`src/rtl/ps2_rx_scancode.sv`:
```
// PS/2 keyboard receiver: synchronises and deglitches the pins, deframes 11-bit
// frames with odd parity, and forwards only make codes to the command decoder.
`timescale 1ns/1ps

module ps2_rx_scancode #(
    parameter int FILTER_LEN  = 8,
    parameter int TIMEOUT_CYC = 100000
) (
    input  logic       clk,
    input  logic       reset,
    input  logic       ps2_clk,
    input  logic       ps2_data,
    output logic [7:0] key_code,
    output logic       listo,
    output logic       parity_err
);

    localparam int WD_W = $clog2(TIMEOUT_CYC + 1);

    typedef enum logic [1:0] {
        S_IDLE,
        S_DATA,
        S_PARITY,
        S_STOP
    } state_t;

    state_t                  r_state;
    state_t                  w_stateNext;
    logic                    r_clkMeta;
    logic                    r_clkSync;
    logic                    r_dataMeta;
    logic                    r_dataSync;
    logic [FILTER_LEN-1:0]   r_clkShift;
    logic                    r_clkFilt;
    logic                    w_fall;
    logic [2:0]              r_bitCnt;
    logic [7:0]              r_shift;
    logic                    r_parity;
    logic [WD_W-1:0]         r_wdCnt;
    logic                    w_timeout;
    logic                    w_byteValid;
    logic                    w_frameErr;
    logic                    r_brk;
    logic                    r_ext;
    logic                    w_brkNext;
    logic                    w_extNext;
    logic                    w_emit;
    logic [7:0]              r_keyCode;
    logic                    r_listo;
    logic                    r_parErr;

    // Both pins idle high, so synchronisers and filter come out of reset at 1.
    always_ff @(posedge clk or posedge reset) begin
        if (reset) begin
            r_clkMeta  <= 1'b1;
            r_clkSync  <= 1'b1;
            r_dataMeta <= 1'b1;
            r_dataSync <= 1'b1;
            r_clkShift <= '1;
            r_clkFilt  <= 1'b1;
        end else begin
            r_clkMeta  <= ps2_clk;
            r_clkSync  <= r_clkMeta;
            r_dataMeta <= ps2_data;
            r_dataSync <= r_dataMeta;
            r_clkShift <= {r_clkShift[FILTER_LEN-2:0], r_clkSync};
            if (&r_clkShift) begin
                r_clkFilt <= 1'b1;
            end else if (~|r_clkShift) begin
                r_clkFilt <= 1'b0;
            end
        end
    end

    assign w_fall = r_clkFilt & ~(|r_clkShift);

    always_comb begin
        w_stateNext = r_state;
        w_byteValid = 1'b0;
        w_frameErr  = 1'b0;
        w_timeout   = (r_state != S_IDLE) && (r_wdCnt == WD_W'(TIMEOUT_CYC - 1));
        if (w_timeout) begin
            w_stateNext = S_IDLE;
        end else if (w_fall) begin
            case (r_state)
                S_IDLE:   if (!r_dataSync) w_stateNext = S_DATA;
                S_DATA:   if (r_bitCnt == 3'd7) w_stateNext = S_PARITY;
                S_PARITY: w_stateNext = S_STOP;
                S_STOP: begin
                    w_stateNext = S_IDLE;
                    if (r_dataSync && (^{r_shift, r_parity})) begin
                        w_byteValid = 1'b1;
                    end else begin
                        w_frameErr = 1'b1;
                    end
                end
                default:  w_stateNext = S_IDLE;
            endcase
        end
    end

    always_ff @(posedge clk or posedge reset) begin
        if (reset) begin
            r_state  <= S_IDLE;
            r_bitCnt <= 3'd0;
            r_shift  <= 8'h00;
            r_parity <= 1'b0;
            r_wdCnt  <= '0;
        end else begin
            r_state <= w_stateNext;
            if ((r_state == S_IDLE) || w_fall) begin
                r_wdCnt <= '0;
            end else begin
                r_wdCnt <= r_wdCnt + 1'b1;
            end
            if (w_fall && !w_timeout) begin
                case (r_state)
                    S_IDLE:   r_bitCnt <= 3'd0;
                    S_DATA: begin
                        r_shift  <= {r_dataSync, r_shift[7:1]};
                        r_bitCnt <= r_bitCnt + 3'd1;
                    end
                    S_PARITY: r_parity <= r_dataSync;
                    default:  ;
                endcase
            end
        end
    end

    // Prefix bytes only update flags; a break sequence swallows the release code.
    always_comb begin
        w_brkNext = r_brk;
        w_extNext = r_ext;
        w_emit    = 1'b0;
        if (w_byteValid) begin
            if (r_shift == 8'hF0) begin
                w_brkNext = 1'b1;
            end else if (r_shift == 8'hE0) begin
                w_extNext = 1'b1;
            end else if (r_brk) begin
                w_brkNext = 1'b0;
                w_extNext = 1'b0;
            end else begin
                w_extNext = 1'b0;
                w_emit    = 1'b1;
            end
        end
    end

    always_ff @(posedge clk or posedge reset) begin
        if (reset) begin
            r_brk     <= 1'b0;
            r_ext     <= 1'b0;
            r_keyCode <= 8'h00;
            r_listo   <= 1'b0;
            r_parErr  <= 1'b0;
        end else begin
            r_brk    <= w_brkNext;
            r_ext    <= w_extNext;
            r_listo  <= w_emit;
            r_parErr <= w_frameErr;
            if (w_emit) begin
                r_keyCode <= r_shift;
            end
        end
    end

    assign key_code   = r_keyCode;
    assign listo      = r_listo;
    assign parity_err = r_parErr;

endmodule

```
`config.mk`:
```
export PLATFORM = sky130hd
export DESIGN_NAME = ps2_rx_scancode
export DESIGN_NICKNAME = d
export VERILOG_FILES = /design/src/rtl/ps2_rx_scancode.sv
export SDC_FILE = /design/constraint.sdc
export NUM_CORES = 1
export LEC_CHECK = 0
export ABC_AREA = 1
export BUFFER_PORTS_ARGS = -buffer_cell sky130_fd_sc_hd__buf_2
export CAP_MARGIN = 20
export CORE_MARGIN = 4
export CORE_UTILIZATION = 34
export DETAILED_ROUTE_END_ITERATION = 10
export REMOVE_ABC_BUFFERS = 1
export SETUP_SLACK_MARGIN = 0.2
export SLEW_MARGIN = 30
export SYNTH_ARGS = -nofsm -noshare
export SYNTH_HDL_FRONTEND = slang
export SYNTH_SLANG_ARGS = --single-unit
```
`constraint.sdc`:
```
create_clock -name clk -period 1.82 [get_ports clk]
set_clock_uncertainty 0.2 [all_clocks]
set_input_delay 0.091 -clock clk [delete_from_list [all_inputs] [get_ports clk]]
set_output_delay 0.091 -clock clk [all_outputs]
set_load 0.01 [all_outputs]
```
==> results of run 1 <==
-- stage by stage --
| step | worst slack (ns) | instance area, sq um | setup TNS, ns | std cells | utilization (%) |
|---|---|---|---|---|---|
| 2_1_floorplan | 0.0681 | 2510 | 0 | 292 | - |
| 3_3_place_gp | -0.0506 | 2880 | -0.393 | 426 | 39.7 |
| 3_5_place_dp | -0.0803 | 2880 | -0.917 | 426 | 39.7 |
| 4_1_cts | 0.00776 | 3270 | 0 | 449 | 45.1 |
| 5_1_grt | -0.152 | 3470 | -2.53 | 455 | 47.9 |
| 6_report | -0.0164 | 3470 | -0.0272 | 455 | 47.9 |
-- power breakdown --
part	internal [uW]	leakage, uW	switching (uW)
sequential	1250	0.000722	14.2
combinational	17.4	0.000812	35.4
clock	311	0.0000474	404
-- repair_timing --
action,4_1_cts,5_1_grt
pin swaps,10,17
resized for setup,50,59
endpoints found under the setup margin,40,41
hold buffers,3,0
setup buffers,10,5
hold endpoints to repair,48,0
cloned,2,1
-- sequential cells by signal, indices dropped and copies added, names as in the netlist, 2 cells and up --
name and cells:
key_code 8, r_clkShift 8, r_bitCnt 3, r_wdCnt 17
r_state 2, r_shift 8
-- cell type report --
type / count / area [sq um]
Clock buffer: 6 / 82.6
Clock inverter: 2 / 16.3
Fill cell: 691 / 3780
Inverter: 37 / 151
Multi-Input combinational cell: 201 / 1270
Sequential cell: 55 / 1390
Tap cell: 99 / 124
Timing Repair Buffer: 54 / 430
Timing Repair inverter: 1 / 3.75
-- critical path, stage by stage (launching register included) --
cell	delay, ns
dfrtp_1	0.36
inv_1	0.06
ha_1	0.21
inv_1	0.10
nand3_1	0.10
nor2_2	0.16
nand2_4	0.10
a22oi_2	0.22
buf_4	0.16
nand3_2	0.05
o21ai_1	0.07
-- cell families after synthesis --
| logic type | share of synthesized area (%) |
|---|---|
| AOI/OAI and AO/OA | 6.13 |
| DFF | 55.0 |
| adders and majority gates | 3.96 |
| muxes | 0.396 |
| xor gates and xnor gates | 1.39 |
| and+or+nand+nor | 27.0 |
| buffers and inverters | 6.08 |
-- worst max-delay path by stage --
stage                                start                      end  cells past startpoint
floorplan           r_state[0]$_DFFE_PP0P_  r_bitCnt[0]$_DFFE_PP0P_                     10
global placement      r_wdCnt[0]$_DFF_PP0_  key_code[0]$_DFFE_PP0P_                     11
detailed placement    r_wdCnt[0]$_DFF_PP0_  key_code[0]$_DFFE_PP0P_                     11
CTS                   r_wdCnt[1]$_DFF_PP0_    r_wdCnt[14]$_DFF_PP0_                     13
global route          r_wdCnt[1]$_DFF_PP0_    r_wdCnt[14]$_DFF_PP0_                     13
finish              r_state[0]$_DFFE_PP0P_   r_state[1]$_DFFE_PP0P_                     10
-- layer usage --
metal	GRT usage [%]	share of wire, %	up-vias
met5	0	0	-
met4	4.69	1.8	0
met3	2.56	2.3	9
met2	21.6	51	21
met1	16.8	45	995
li1	-	-	1058
-- cell usage in the layout (no fill, tap or decap), drive strengths merged --
cell type	count
a21oi	7
a22oi	1
a31oi	2
buf	51
clkbuf	6
clkinv	1
clkinvlp	1
dfrtp	42
dfstp	13
dlygate4sd3	3
ha	8
inv	38
mux2i	1
nand2	78
nand3	22
nand3b	1
nand4	6
nor2	40
nor3	8
nor3b	1
o21ai	20
or2	2
xnor2	1
xor2	3
==> impl_metrics.ini, run 1 <==
[logic_synthesis]
synth_cell_types = 29
ys_seq_elements = 55
netlist_instances = 294
syn_avg_cell_area_sq_um = 8.61
syn_area_sq_um = 2530
synthTopCellsByCount = nand2_1, dfrtp_1, nor2_1
synth_edf_count = 0
yosysSeqAreaShare_pct = 55.0
synth-main-ff-cell = dfrtp_1
async_flop_share_pct = 100
synthTopCellsByArea = dfrtp_1, dfstp_2, nand2_1
yosysTopAreaCellShare_pct = 41.5
synth_top_area_cell = dfrtp_1
yosysMostFrequentCell = nand2_1
ys_warn_count = 0

[floorplan]
dieArea_sq_um = 8880
die_x_um = 94.3
die_y_um = 94.3
rows = 31
pin_count = 14
fp.coreArea_sq_um = 7250
start_util_pct = 34.9

[setup_path]
worstRegToRegCells = 10
rr_startpoint = r_state[0]$_DFFE_PP0P_
worst_setup_path_start_kind = flip-flop
endpoint_kind = flip-flop
worstPathMaxFanout = 4
worst-setup-path-type = reg2reg
cp.required_ns = 1.86
r2r-end = r_state[1]$_DFFE_PP0P_
rrSetupSlack_ns = -0.02
worstPathArrival_ns = 1.88

[global_route]
grt_pass1_wl_um = 9190
grt_pass1_vias = 2016
grt_usage_pct = 13.0
grt_overflow = 0
grt_max_degree = 39
antenna_found_initial = 0

[sta]
relSlewSlack_pct = 73.0
worstMarginPinSlew_ns = 0.404
fin_crit_sh_pct = 101
max_freq_mhz = 545
setup_viol_count_final = 3
whs_ns = 0.105
worst_slack_ns = -0.0164
rsz0062_at_grt = true
slew_viol_final = 0
hold_viol = 0
period_minus_slack_ns = 1.84

[layout]
drive_gt1_share_pct = 40.7
insertedDiodeCount = 0
area_delta_synth_final_pct = 37.3
nets = 367

[routing]
wl_per_cell_um = 12.4
dr_total_vias = 2083
drt_first_iter_violations = 69
drt_wl_total_um = 5630
drt-vias-per-instance = 4.58
route.detailed.drc = 0
antenna_left = 0
drtPass1Iterations = 4

[pwr]
p_per_area_nw_per_um2 = 585
max-vdd-ir-drop_v = 0.000341
total_power_uw = 2030
power_leakage_uw = 0.00158

[clock_tree]
clock_sinks = 55
clock_latency_ns = 0.31
cts.path.max_buffers = 2
cts_root_buffer = clkbuf_8
htree_levels = 2
clk_pin_slew_ns = 0.10
cts_buffers = 5
cts_tree = built

[outcome]
outcome = complete, but fails checks
violations = negative setup slack

[place]
portBuffers = 13
hpwl_um = 3400
place.gp.congestion = 0.828

[run]
drv_cap = 0

[min_path]
hold_path.class = in2async
(Power assumes the default switching activity.)
==> run 2: changes to the inputs <==
ABC_AREA = 0   (was 1)
==> impl_metrics.ini, run 2 <==
[layout]
final_common_cell = buf_4
regMostFlops = r_wdCnt
largest_register_ff_count = 17
stdcell_count = 396
drive_gt1_share_pct = 56.6
area_delta_synth_final_pct = 46.1
most-common-layout-cells = buf_4, dfrtp_1, nor2_4
fin_util_pct = 50.7
nets = 308
insertedDiodeCount = 0

[logic_synthesis]
synth_compound_area_share_pct = 6.54
synthTopCellsByCount = dfrtp_1, nor2_1, nand2_1
syn_avg_cell_area_sq_um = 12.0
synthXorXnorAreaFrac_pct = 7.89
synth_edf_count = 0
syn_area_sq_um = 2510
synth_top_area_cell = dfrtp_1
yosysSeqAreaShare_pct = 55.6
ys_seq_elements = 55
synth_top_family_by_area = simple AND/OR/NAND/NOR gates
yosysMostFrequentCell = dfrtp_1
synth_fa_ha_area_share_pct = 3.99
ys_warn_count = 0
muxShareOfSynthArea_pct = 8.39
synth-simple-area-share_pct = 15.1
synth-main-ff-cell = dfrtp_1
yosysTopAreaCellShare_pct = 41.9
synth_cell_types = 42
netlist_instances = 208
async_flop_share_pct = 100
synthTopCellsByArea = dfrtp_1, dfstp_2, mux2_2

[clock_tree]
clk_pin_slew_ns = 0.09
clock_sinks = 55
clock_latency_ns = 0.30
htree_levels = 2
cts_buffers = 5
cts_tree = built
cts_root_buffer = clkbuf_8
cts.path.max_buffers = 2

[global_route]
antenna_found_initial = 0
grt_max_degree = 56
grt_overflow = 0
grt_usage_pct = 12.2
grt_pass1_vias = 1846
grt_pass1_wl_um = 8540

[setup_path]
cp.required_ns = 1.81
worstPathMaxFanout = 7
worstPathArrival_ns = 2.61
worst_setup_path_start_kind = flip-flop
worst-setup-path-type = reg2reg
endpoint_kind = flip-flop

[place]
portBuffers = 13
hpwl_um = 3330
dpl.cell_count = 374
pre_cts_ws_ns = -0.856
place.gp.congestion = 0.811

[routing]
dr_total_vias = 1820
route.detailed.drc = 0
drt-vias-per-instance = 4.60
antenna_left = 0
drt_first_iter_violations = 33
drtPass1Iterations = 4
wl_per_cell_um = 13.0
drt_wl_total_um = 5150

[sta]
fin_crit_sh_pct = 144
slew_viol_final = 0
period_minus_slack_ns = 2.61
worstMarginPinSlew_ns = 0.307
rsz0062_at_grt = true
relSlewSlack_pct = 79.5
max_freq_mhz = 383
worst_slack_ns = -0.794
setup_viol_count_final = 25
hold_viol = 0
tns_ns = -18.12

[floorplan]
rows = 31
pin_count = 14
die_y_um = 93.9
fp.coreArea_sq_um = 7210
dieArea_sq_um = 8810
die_x_um = 93.9
start_util_pct = 34.7

[min_path]
hold_path.class = in2async

[run]
drv_cap = 0

[pwr]
max-vdd-ir-drop_v = 0.000265
p_per_area_nw_per_um2 = 564
power_leakage_uw = 0.00167

[outcome]
outcome = complete, but fails checks
violations = negative setup slack
[run 2: kinds of logic (layout without fill, tap and decap cells)]
| logic type | count (synthesis) | count (layout) |
|---|---|---|
| xor gates and xnor gates | 21 | 21 |
| muxes | 17 | 17 |
| adders and majority gates | 8 | 8 |
| and+or+nand+nor | 72 | 72 |
| AOI/OAI and AO/OA | 22 | 22 |
| DFF | 55 | 55 |
| buffers and inverters | 13 | 102 |
[run 2: cell type report]
| type | count | area (sq um) |
|---|---|---|
| multi-input combinational | 140 | 1320 |
| inverter | 7 | 26.3 |
| timing repair buffer | 87 | 702 |
| clock buffer | 8 | 100 |
| sequential | 55 | 1390 |
| tap | 99 | 124 |
| fill | 653 | 3550 |
[run 2: final timing paths]
kind                       slack (ns)  depth (start not counted)             startpoint                       to
max                             -0.79                          6  r_wdCnt[14]$_DFF_PP0_  key_code[7]$_DFFE_PP0P_
min                              0.16                          4                  reset     r_wdCnt[5]$_DFF_PP0_
max reg2reg                     -0.79                          6  r_wdCnt[14]$_DFF_PP0_  key_code[7]$_DFFE_PP0P_
min reg2reg                      0.16                          0    r_clkMeta$_DFF_PP1_      r_clkSync$_DFF_PP1_
max in group asynchronous        0.95                          4                  reset     r_dataSync$_DFF_PP1_
min in group clk                 0.16                          0    r_clkMeta$_DFF_PP1_      r_clkSync$_DFF_PP1_
[run 2: layer usage]
| metal | global-route usage [%] | share of wire, % |
|---|---|---|
| met5 | 0 | 0 |
| met4 | 3.61 | 1.2 |
| met3 | 2.16 | 2.7 |
| met2 | 20.4 | 50 |
| met1 | 16.0 | 46 |
[run 2: per-stage QoR]
stage | power, uW | area (sq um) | hold slack [ns]
CTS | 2100 | 3540 | 0.162
global placement | 1350 | 3130 | -0.0366
global route | 2160 | 3660 | 0.169
finish | 2060 | 3660 | 0.161
detailed placement | 1350 | 3130 | -0.0311
floorplan | 1310 | 2470 | -0.105
[run 2: power by group]
part           internal [uW]  switching (uW)  total, uW
clock network            348             371        719
logic                   36.9            44.4       81.2
registers               1250            12.8       1260
total                   1640             428       2060
[run 2: critical path, stage by stage (launching register included)]
cell and delay, ns:
dfrtp_1 0.38, or4_1 0.52, or4_4 0.52, o31ai_4 0.20, or3_4 0.17, a211o_4 0.16
mux2_2 0.34
[run 2: what timing repair did]
item	4_1_cts	5_1_grt
setup endpoints to repair	42	42
endpoints found under the hold margin	57	0
cloned	1	1
resized for setup	56	15
pin swaps	9	14
setup buffers	4	5
hold buffers	3	0
==> run 3: changes to the inputs <==
CORE_MARGIN = 2   (was 4)
==> impl_metrics.ini, run 3 (synthesis results as in run 2) <==
[setup_path]
worstRegToRegCells = 6
rr_startpoint = r_wdCnt[14]$_DFF_PP0_
r2r-end = key_code[4]$_DFFE_PP0P_
worstPathArrival_ns = 2.62
cp.buffers_inverters = 0
endpoint_kind = flip-flop
critPathTopFamily = simple AND/OR/NAND/NOR gates
worstPathMaxFanout = 7
worst-setup-path-type = reg2reg
cpMaxStageDelayCell = or4_4
rrSetupSlack_ns = -0.79
cp.required_ns = 1.83
cp_slowest_stage_delay_ns = 0.53
worstSetupStartpoint = r_wdCnt[14]$_DFF_PP0_
cp_cell_sequence = or4_1 -> or4_4 -> o31ai_4 -> or3_4 -> a211o_4 -> mux2_2
worst_setup_path_start_kind = flip-flop

[pwr]
total_power_uw = 2290
max-vdd-ir-drop_v = 0.000288
power_switching_uw = 455
p_per_area_nw_per_um2 = 617
p_int_uw = 1840
clockPowerShare_pct = 41.3
pwr-share-comb_pct = 3.5
power.switching_fraction_pct = 19.9
power_frac_seq_pct = 55.1
power_leakage_uw = 0.00174

[floorplan]
fp.coreArea_sq_um = 7180
die_y_um = 89.9
start_util_pct = 34.9
pin_count = 14
die_x_um = 89.9
rows = 31
dieArea_sq_um = 8070

[clock_tree]
clock_sinks = 55
cts.path.max_buffers = 2
clock_latency_ns = 0.31
cts_buffers = 5
clk_pin_slew_ns = 0.10
htree_levels = 2
cts_tree = built
cts_root_buffer = clkbuf_8

[outcome]
outcome = complete, but fails checks
violations = negative setup slack

[global_route]
grt_pass1_vias = 1888
antenna_found_initial = 0
grt_usage_pct = 13.0
grt_pass1_wl_um = 8650
grt_overflow = 0
grt_max_degree = 56

[layout]
nets = 308
regMostFlops = r_wdCnt
most-common-layout-cells = buf_4, dfrtp_1, buf_2, dfstp_2, nand2_1
insertedDiodeCount = 0
area_delta_synth_final_pct = 48.2
fin_area_sq_um = 3710
largest_register_ff_count = 17
final_common_cell = buf_4
drive_gt1_share_pct = 56.2

[place]
hpwl_um = 3230
place_area_sq_um = 3100
portBuffers = 13
pre_cts_ws_ns = -0.881
place.gp.congestion = 0.801

[sta]
worst_slack_ns = -0.788
period_minus_slack_ns = 2.61
setup_viol_count_final = 25
slew_viol_final = 0
hold_viol = 0
tns_ns = -17.38
max_freq_mhz = 383
rsz0062_at_grt = true
relSlewSlack_pct = 70.6
worstMarginPinSlew_ns = 0.440
fin_crit_sh_pct = 143

[routing]
drtPass1Iterations = 4
drt-vias-per-instance = 4.61
antenna_left = 0
drt_wl_total_um = 4980
wl_per_cell_um = 12.6
drt_first_iter_violations = 30
route.detailed.drc = 0
dr_total_vias = 1825

[run]
drv_cap = 0

[min_path]
hold_path.class = in2async
-- run 3: cell count changes in the layout (fill, tap and decap cells not counted), sizes merged --
cell / change
bufinv: +2
clkbuf: -2
-- run 3: stage by stage --
stage                     std cells  hold slack (ns)  utilization [%]
final                           396            0.158             51.8
after global routing            396            0.169             51.8
after CTS                       388            0.162             49.7
after detailed placement        369          -0.0322             43.1
after global placement          369          -0.0371             43.1
after floorplan                 202           -0.105                -
-- run 3: worst max path at each step --
stage,depth (start not counted),slack [ns],end
6_report,6,-0.79,key_code[4]$_DFFE_PP0P_
5_1_grt,6,-0.87,key_code[3]$_DFFE_PP0P_
4_1_cts,6,-0.80,key_code[6]$_DFFE_PP0P_
3_5_place_dp,6,-0.88,key_code[4]$_DFFE_PP0P_
3_3_place_gp,6,-0.84,key_code[4]$_DFFE_PP0P_
2_1_floorplan,7,-0.81,key_code[1]$_DFFE_PP0P_
-- run 3: power by group through the flow --
stage          clock (uW)  combinational (uW)  sequential (uW)
4_1_cts               977                81.2             1260
6_report              947                81.1             1260
5_1_grt              1030                91.4             1270
2_1_floorplan           0                25.7             1280
3_5_place_dp            0                65.6             1280
3_3_place_gp            0                64.3             1280
-- run 3: cell type report --
type	count	area, sq um
Inverter	7	26.3
Clock inverter	2	60.1
Tap cell	99	124
Fill cell	615	3460
Timing Repair Buffer	87	721
Clock buffer	6	72.6
Sequential cell	55	1390
Multi-Input combinational cell	140	1320
-- run 3: per-layer routing --
metal / GRT usage (%) / vias up / wire length (um)
met5: 0 / - / 0
met4: 3.08 / 0 / 53
met3: 2.85 / 7 / 120
met2: 22.4 / 24 / 2570
met1: 16.8 / 897 / 2230
li1: - / 897 / -
-- run 3: timing repair --
action                                  4_1_cts  5_1_grt
setup buffers                                 7        7
cloned                                        1        1
endpoints found under the setup margin       42       42
resized for setup                            58       18
pin swaps                                    12        8
endpoints found under the hold margin        57        0
hold buffers                                  3        0
-- run 3: worst reg2reg max path, stage by stage (launching register included) --
cell and delay [ns]:
dfrtp_1 0.39, or4_1 0.52, or4_4 0.53, o31ai_4 0.20, or3_4 0.17, a211o_4 0.16, mux2_2 0.34
